===== config.mk =====
export PLATFORM = sky130hd
export DESIGN_NAME = eth_ram_frame_reader
export DESIGN_NICKNAME = d
export VERILOG_FILES = /design/src/rtl/eth_ram_frame_reader.sv
export SDC_FILE = /design/constraint.sdc
export NUM_CORES = 1
export LEC_CHECK = 0
export ABC_AREA = 1
export ABC_CLOCK_PERIOD_IN_PS = 2140
export CORE_ASPECT_RATIO = 1.2
export CORE_MARGIN = 4
export CORE_UTILIZATION = 52
export CTS_BUF_LIST = sky130_fd_sc_hd__clkbuf_4 sky130_fd_sc_hd__clkbuf_8
export CTS_CLUSTER_DIAMETER = 150
export DETAILED_ROUTE_END_ITERATION = 10
export GPL_ROUTABILITY_DRIVEN = 0
export PLACE_DENSITY = 0.93
export SLEW_MARGIN = 15
export SYNTH_ARGS = -nofsm -noshare
export SYNTH_HDL_FRONTEND = slang
export SYNTH_SLANG_ARGS = --single-unit

===== constraint.sdc =====
create_clock -name clk -period 2.14 [get_ports clk]
set_clock_uncertainty 0.15 [all_clocks]
set_input_delay 0.428 -clock clk [delete_from_list [all_inputs] [get_ports clk]]
set_output_delay 0.428 -clock clk [all_outputs]
set_load 0.005 [all_outputs]

===== src/rtl/eth_ram_frame_reader.sv =====
// Streams one frame out of a packet RAM: descriptor (addr, len) in, valid/ready words with last out.
// Optional frame counter port frame_cnt is enabled with `define ETH_FRAME_READER_STATS_EN.
module eth_ram_frame_reader #(
  parameter int unsigned DATAW  = 8,
  parameter int unsigned ADDRW  = 8,
  parameter int unsigned LENW   = 11,
  parameter int unsigned RD_LAT = 0
) (
  input  logic             clk,
  input  logic             rst,
  input  logic             desc_valid,
  output logic             desc_ready,
  input  logic [ADDRW-1:0] desc_addr,
  input  logic [LENW-1:0]  desc_len,
  output logic [ADDRW-1:0] ram_raddr,
  input  logic [DATAW-1:0] ram_rdata,
  output logic             m_valid,
  input  logic             m_ready,
  output logic [DATAW-1:0] m_data,
  output logic             m_last,
  output logic             done,
`ifdef ETH_FRAME_READER_STATS_EN
  output logic [15:0]      frame_cnt,
`endif
  output logic             busy
);

  typedef enum logic [1:0] {
    S_IDLE  = 2'd0,
    S_RUN   = 2'd1,
    S_DRAIN = 2'd2
  } state_t;

  state_t           state;
  state_t           state_nxt;
  logic [ADDRW-1:0] rd_ptr;
  logic [LENW-1:0]  remaining;

  // Two-entry prefetch FIFO kept as head/tail registers so the head drives m_* directly
  logic             head_valid;
  logic             head_last;
  logic [DATAW-1:0] head_data;
  logic             tail_valid;
  logic             tail_last;
  logic [DATAW-1:0] tail_data;

  logic             head_valid_nxt;
  logic             head_last_nxt;
  logic [DATAW-1:0] head_data_nxt;
  logic             tail_valid_nxt;
  logic             tail_last_nxt;
  logic [DATAW-1:0] tail_data_nxt;

  logic             accept;
  logic             issue;
  logic             issue_last;
  logic             pop;
  logic             push;
  logic             push_last;
  logic [DATAW-1:0] push_data;
  logic             inflight;
  logic [2:0]       occ;

  assign m_valid    = head_valid;
  assign m_data     = head_data;
  assign m_last     = head_last;
  assign ram_raddr  = rd_ptr;
  assign pop        = head_valid & m_ready;
  assign accept     = desc_valid & desc_ready;
  assign issue_last = (remaining == LENW'(1));
  assign push_data  = ram_rdata;

  // Occupancy the FIFO would have after this cycle's pop, counting reads still in the RAM pipe
  assign occ = 3'(head_valid) + 3'(tail_valid) + 3'(inflight) - 3'(pop);

  // Capture path: comb RAM pushes in the issue cycle, registered RAM one cycle later
  if (RD_LAT == 0) begin : g_comb_rd
    assign push      = issue;
    assign push_last = issue_last;
    assign inflight  = 1'b0;
  end else begin : g_reg_rd
    logic issue_q;
    logic last_q;

    always_ff @(posedge clk) begin
      if (rst) begin
        issue_q <= 1'b0;
        last_q  <= 1'b0;
      end else begin
        issue_q <= issue;
        last_q  <= issue & issue_last;
      end
    end

    assign push      = issue_q;
    assign push_last = last_q;
    assign inflight  = issue_q;
  end

  always_ff @(posedge clk) begin
    if (rst) state <= S_IDLE;
    else     state <= state_nxt;
  end

  always_comb begin
    state_nxt = state;
    issue     = 1'b0;
    case (state)
      S_IDLE: begin
        if (accept && (desc_len != '0)) state_nxt = S_RUN;
      end
      S_RUN: begin
        if (occ < 3'd2) begin
          issue = 1'b1;
          if (issue_last) state_nxt = S_DRAIN;
        end
      end
      S_DRAIN: begin
        if (pop && head_last) state_nxt = S_IDLE;
      end
      default: state_nxt = S_IDLE;
    endcase
  end

  // FIFO update: pop shifts tail into head, then push fills the first free slot
  always_comb begin
    head_valid_nxt = head_valid;
    head_last_nxt  = head_last;
    head_data_nxt  = head_data;
    tail_valid_nxt = tail_valid;
    tail_last_nxt  = tail_last;
    tail_data_nxt  = tail_data;
    if (pop) begin
      head_valid_nxt = tail_valid;
      head_last_nxt  = tail_last;
      head_data_nxt  = tail_data;
      tail_valid_nxt = 1'b0;
    end
    if (push) begin
      if (!head_valid_nxt) begin
        head_valid_nxt = 1'b1;
        head_last_nxt  = push_last;
        head_data_nxt  = push_data;
      end else begin
        tail_valid_nxt = 1'b1;
        tail_last_nxt  = push_last;
        tail_data_nxt  = push_data;
      end
    end
  end

  always_ff @(posedge clk) begin
    if (rst) begin
      head_valid <= 1'b0;
      head_last  <= 1'b0;
      head_data  <= '0;
      tail_valid <= 1'b0;
      tail_last  <= 1'b0;
      tail_data  <= '0;
    end else begin
      head_valid <= head_valid_nxt;
      head_last  <= head_last_nxt;
      head_data  <= head_data_nxt;
      tail_valid <= tail_valid_nxt;
      tail_last  <= tail_last_nxt;
      tail_data  <= tail_data_nxt;
    end
  end

  // Read pointer, word countdown and status flags
  always_ff @(posedge clk) begin
    if (rst) begin
      rd_ptr     <= '0;
      remaining  <= '0;
      done       <= 1'b0;
      busy       <= 1'b0;
      desc_ready <= 1'b1;
    end else begin
      done       <= (accept && (desc_len == '0)) || (pop && head_last);
      busy       <= (state_nxt != S_IDLE);
      desc_ready <= (state_nxt == S_IDLE);
      if (accept) begin
        rd_ptr    <= desc_addr;
        remaining <= desc_len;
      end else if (issue) begin
        rd_ptr    <= rd_ptr + ADDRW'(1);
        remaining <= remaining - LENW'(1);
      end
    end
  end

`ifdef ETH_FRAME_READER_STATS_EN
  // Counts completed non-empty frames; wraps naturally at 16 bits
  always_ff @(posedge clk) begin
    if (rst)                    frame_cnt <= '0;
    else if (pop && head_last)  frame_cnt <= frame_cnt + 16'(1);
  end
`endif

endmodule

== Word-level counts from Yosys, hierarchy flattened ==
Index checks and enable logic that the tools add are counted.

* $lt $le $gt $ge: 1
* Bitwise gates (word level): 2
* Multiplexer cells: 22
* Add/subtract/negate cells: 4
* Reduce and logical (&&, ||, !) cells: 11
* Eq/ne operators: 3

{| class="wikitable"
|+ Operators by type and width
! operator !! count
|-
| $mux 8 || 5
|-
| $mux 11 || 2
|-
| $eq 11x1->1 const B || 1
|-
| $logic_not 11->1 || 1
|-
| $reduce_bool 11->1 || 1
|-
| $sub 11x1->11 const B || 1
|-
| $mux 1 || 10
|-
| $add 8x1->8 const B || 1
|-
| $mux 2 || 4
|-
| $pmux 2 s3 || 1
|-
| $logic_not 2->1 || 2
|-
| $reduce_bool 2->1 || 2
|-
| $logic_and 1x1->1 || 3
|-
| $lt 3x2->1 const B || 1
|-
| $sub 2x1->3 || 1
|-
| $add 1x1->2 || 1
|-
| $and 1x1->1 || 2
|-
| $eq 2x1->1 const B || 1
|-
| $eq 2x2->1 const B || 1
|-
| $reduce_and 2->1 || 1
|-
| $logic_or 1x1->1 || 1
|}

* Bits of input ports: 31
* Logic and storage cells: 55
* Output and inout bits: 21
* Bits in registers: 44

== Depth between registers and ports, before layout ==
* Word-level depth: 7
* Depth in mapped cells: 14
* Depth with buffers taken out: 13

== Worst setup path after synthesis ==
No wires, ideal clock.

* Path type: input -> register
* From: in m_ready
* To: reg head_last (netlist: m_last)
* Library setup time: 0.115 ns
* Arrival: 1.717 ns
* Cell stages on the path: 13
* Path buffers: 2
* Required time: 1.875 ns
* Slack: 0.158 ns
* Cells stage by stage: nand2_1 > inv_1 > buf_2 > ha_1 > inv_1 > nand2_1 > nand2_2 > nand3_4 > inv_4 > nand2_4 > buf_6 > a21oi_1 > nor2_1

* Cells in the longest elaborated chain, start to end: 6
* Elaborated cells on any way between the ends: 9
* Those cells by class: add/sub: 1; order compare: 1; mux: 6; bitwise: 1

{| class="wikitable"
|+ Ends and longest elaborated chain
! item !! RTL line !! source
|-
| start: declaration || 18 || <nowiki>input logic m_ready,</nowiki>
|-
| $and 1x1->1 (*) || 68 || <nowiki>assign pop = head_valid & m_ready;</nowiki>
|-
| $sub 2x1->3 || 74 || <nowiki>assign occ = 3'(head_valid) + 3'(tail_valid) + 3'(inflight) - 3'(pop);</nowiki>
|-
| $lt 3x2->1 || 113 || <nowiki>if (occ < 3'd2) begin</nowiki>
|-
| $mux 1 || 113 ||
|-
| $mux 1 || 108 || <nowiki>case (state)</nowiki>
|-
| $mux 1 (*) || 139 || <nowiki>if (push) begin</nowiki>
|-
| end signal: assignment || 162 || <nowiki>head_last <= head_last_nxt;</nowiki>
|-
| end: declaration || 41 || <nowiki>logic head_last;</nowiki>
|}

Mark *: on every way between the ends. The rest lies on a longest branch, timed or not.
A chain may end at the register's enable or synchronous reset.

== Final worst setup path ==
* From: reg head_valid (netlist: m_valid)
* To: reg tail_data[6]

* Cells in the longest elaborated chain, start to end: 6
* Elaborated cells on any way between the ends: 8
* Those cells by class: add/sub: 2; order compare: 1; mux: 3; bitwise: 1; reduce/logical: 1

{| class="wikitable"
|+ Ends and longest elaborated chain
! item !! RTL line !! source
|-
| start: declaration || 40 || <nowiki>logic head_valid;</nowiki>
|-
| start signal: assignment || 161 || <nowiki>head_valid <= head_valid_nxt;</nowiki>
|-
| $add 1x1->2 / $and 1x1->1 (equally long branches) || 74, 68 ||
|-
| $sub 2x1->3 || 74 ||
|-
| $lt 3x2->1 || 113 ||
|-
| $mux 1 || 113 ||
|-
| $mux 1 || 108 ||
|-
| $reduce_and 2->1 (no source line) (*) || - ||
|-
| end signal: assignment || 166 || <nowiki>tail_data <= tail_data_nxt;</nowiki>
|-
| end: declaration || 45 || <nowiki>logic [DATAW-1:0] tail_data;</nowiki>
|}

Marked as above.

==> flow_summary_export.csv <==
group,metric,value,unit
status,status,"finished, final reports clean",
flow_run,drv_cap,0,
setup_path,timing.rr.start,"m_valid",
drt,drc,0,
pwr,finalPower,2.16,mW
synthesis,synth_cell_types,28,
clock_network,cts_buffer_depth,2,
die,std_cell_rows,26,
drt,ant_nets,0,
synthesis,synth_fp_nets,408,
die,boundaryPins,52,
setup_path,crit_arrival,2.03,ns
die,start_util,55.0,%
layout,area_growth,31.2,%
die,core_area,4360,um2
drt,drt_wl_total,6.34,mm
clock_network,insertion_delay,0.30,ns
setup_path,required,2.22,ns
timing,hold_viol_final,0,
grt,grt_pass1_wl,10.8,mm
setup_path,slowest_delay,0.42,ns
layout,fin_cells,490,
synthesis,yosysSeqAreaShare,36.7,%
setup_path,ff2ff_setup_slack,0.19,ns
timing,worstMarginPinSlew,0.341,ns
clock_network,cts.reportedPaths.clkPinSlew,0.08,ns
setup_path,r2r_end,"tail_data[6]",
setup_path,crit_top_cell,"nand2_2",
drt,vias_per_cell,5.37,
pwr,p_comb_share,33.1,%
placement,pre_cts_ws,-0.306,ns
timing,drv_slew,0,
drt,wire_per_inst,12.9,um
setup_path,critPathKind,"flop to flop",
pwr,seqPwrFrac,44.9,%
drt,drtPass1Iterations,5,
hold_path,hold_path.class,"flop to flop",
timing,whs,0.348,ns
timing,setup_violations,0,
clock_network,cts_sinks,44,
setup_path,path_buf_inv,3,
clock_network,cts_buffers,5,
layout,drive_gt1_share,9.91,%
hold_path,worstHoldEndpoint,"remaining[0]",
pwr,vdd_drop_max,0.474,mV
setup_path,worstPathMaxFanout,7,
synthesis,ys_seq_elements,44,
setup_path,critPathCaptureType,"flop",
hold_path,holdPathStages,2,
drt,vias,2633,
placement,dp_hpwl,4.64,mm
layout,utilization,72.2,%
synthesis,yosysWarningCount,0,
synthesis,syn-cell-area,2400,um2
layout,n_antenna_cell,0,
pwr,intPower,1.44,mW
die,die_h,82.4,um
grt,grt-ovfl-total,0,
placement,dpl-instance-area,3050,um2
grt,antenna_found_initial,0,
synthesis,syn_avg_cell_area,6.44,um2
die,dieWidth,70.0,um
setup_path,ff2ff_path_depth,11,
layout,stdcell_area,3150,um2
timing,fin_crit_sh,90.9,%
placement,portBuffers,51,
pwr,p_clk_share,22.0,%
setup_path,path_cells,"nand2_2, inv_2, ha_1, inv_1, nand2_1, nand2_2, nand3_4, nor2_4, buf_6, o21ai_0, nor2_1",
setup_path,crit_start,"m_valid",
pwr,power.density,687,nW/um2
pwr,swShare,33.1,%
layout,nNetsFinal,472,
timing,fmax,514,MHz
setup_path,critPathSlowestCell,"dfxtp_1",
hold_path,worstHoldStart,"remaining[0]",
setup_path,cp_top_family,"simple AND/OR/NAND/NOR gates",
drt,dr.first_iter.drc_count,251,
pwr,p_sw,0.716,mW
grt,grt_pass1_vias,2577,
pwr,leakagePower,1.45,nW
synthesis,netlist_instances,372,
grt,grt_max_degree,22,
clock_network,root_buffer,"clkbuf_8",
layout,fillers,353,
timing,min_period,1.95,ns
clock_network,cts_tree,"yes",
setup_path,worst_setup_path_start_kind,"flop",
timing,relSlewSlack,77.3,%
clock_network,htree_levels,2,
clock_network,cts_hold_buf,0,
timing,fin_tns_setup,0,ns
placement,placed_cells,484,
die,die_area,5760,um2
timing,fin_ws,0.194,ns
grt,grt_usage,23.0,%
routing by layer:
metal | vias to the layer above | global-route usage, % | wire (um)
met5 | - | 0 | 0
met4 | 0 | 11.7 | 189
met3 | 19 | 3.63 | 377
met2 | 108 | 43.2 | 3240
met1 | 1207 | 25.3 | 2530
li1 | 1299 | - | -
logic make-up after synthesis:
group | Yosys count | share of synthesized area, %
fa+ha+maj | 5 | 2.61
simple gates | 215 | 39.0
flops | 44 | 36.7
buf+inv | 52 | 9.19
xor+xnor | 5 | 1.83
compound gates | 51 | 10.6
worst max path at each step:
stage / endpoint / slack (ns) / depth (start not counted)
finish: tail_data[6] / 0.19 / 11
global route: tail_data[3] / -0.01 / 11
CTS: tail_data[6] / 0.005 / 11
detailed placement: tail_data[5] / -0.31 / 12
global placement: ram_raddr[5] / -0.22 / 11
floorplan: m_last / 0.16 / 13
registers in the layout, indices dropped and copies added (netlist names):
name,count
ram_raddr,8
desc_ready,1
m_last,1
tail_last,1
state,2
m_valid,1
done,1
tail_data,8
busy,1
tail_valid,1
remaining,11
m_data,8
layout by cell type (no fill, tap or decap):
| cell | n |
|---|---|
| a21oi_1 | 24 |
| and2_1 | 1 |
| buf_4 | 17 |
| buf_6 | 3 |
| clkbuf_8 | 5 |
| clkdlybuf4s50_1 | 50 |
| dfxtp_1 | 44 |
| dlymetal6s2s_1 | 1 |
| ha_1 | 5 |
| inv_1 | 34 |
| inv_2 | 3 |
| inv_4 | 1 |
| nand2_1 | 103 |
| nand2_2 | 3 |
| nand2_4 | 1 |
| nand3_1 | 33 |
| nand3_2 | 3 |
| nand3_4 | 1 |
| nand4_1 | 2 |
| nor2_1 | 56 |
| nor2_2 | 2 |
| nor2_4 | 2 |
| nor3_1 | 5 |
| nor3b_1 | 1 |
| nor3b_2 | 1 |
| o21ai_0 | 25 |
| o21ai_1 | 2 |
| or2_2 | 1 |
| xnor2_1 | 2 |
| xor2_1 | 3 |
worst min-delay path: cells and delay by family, from the launching register on:
family | cells | cell delay, ns
flip-flops | 1 | 0.34
AND/OR/NAND/NOR | 1 | 0.07
AO/OA/AOI/OAI | 1 | 0.05
synth_stat cells:
cell      count  area share [%]
buf_6         1            0.47
inv_4         1            0.26
nor2_1       57             8.9
xnor2_1       2            0.73
nand3_1      33             6.9
nor2_2        2            0.52
nand2_2       2            0.52
ha_1          5             2.6
nand3_4       1            0.73
and2_1        1            0.26
a21oi_1      24             5.0
nor3b_2       1            0.52
xor2_1        3             1.1
nor3_1        5             1.0
or2_2         1            0.26
nand2_4       1            0.47
nand3_2       3             1.3
nand4_1       2            0.52
nand2_1     104              16
dfxtp_1      44              37
inv_1        37             5.8
o21ai_1       2            0.42
nor3b_1       1            0.31
o21ai_0      25             5.2
clkbuf_1      7             1.1
buf_2         3            0.63
nor2_4        1            0.47
buf_4         3            0.94
power by group through the flow:
| stage | Combinational [mW] | Sequential [mW] | Clock, mW |
|---|---|---|---|
| CTS | 0.705 | 0.969 | 0.485 |
| detailed placement | 0.697 | 0.988 | 0 |
| floorplan | 0.421 | 0.978 | 0 |
| global route | 0.799 | 0.981 | 0.510 |
| finish | 0.714 | 0.970 | 0.476 |
| global placement | 0.674 | 0.984 | 0 |
what timing repair did:
item	in CTS	in global routing
gates resized for setup	1	9
pin swaps	0	6
buffers inserted	0	1
setup endpoints to repair	5	41
layout make-up:
class | instances | area, um2 | share of cell area, %
flip-flops and latches | 44 | 881 | 28.0
clock buffers | 5 | 68.8 | 2.19
repair buffers | 71 | 674 | 21.4
multi-input cells | 276 | 1310 | 41.5
inverters | 38 | 145 | 4.61
well taps | 56 | 70.1 | 2.23
Power figures use the tool's default switching activity.
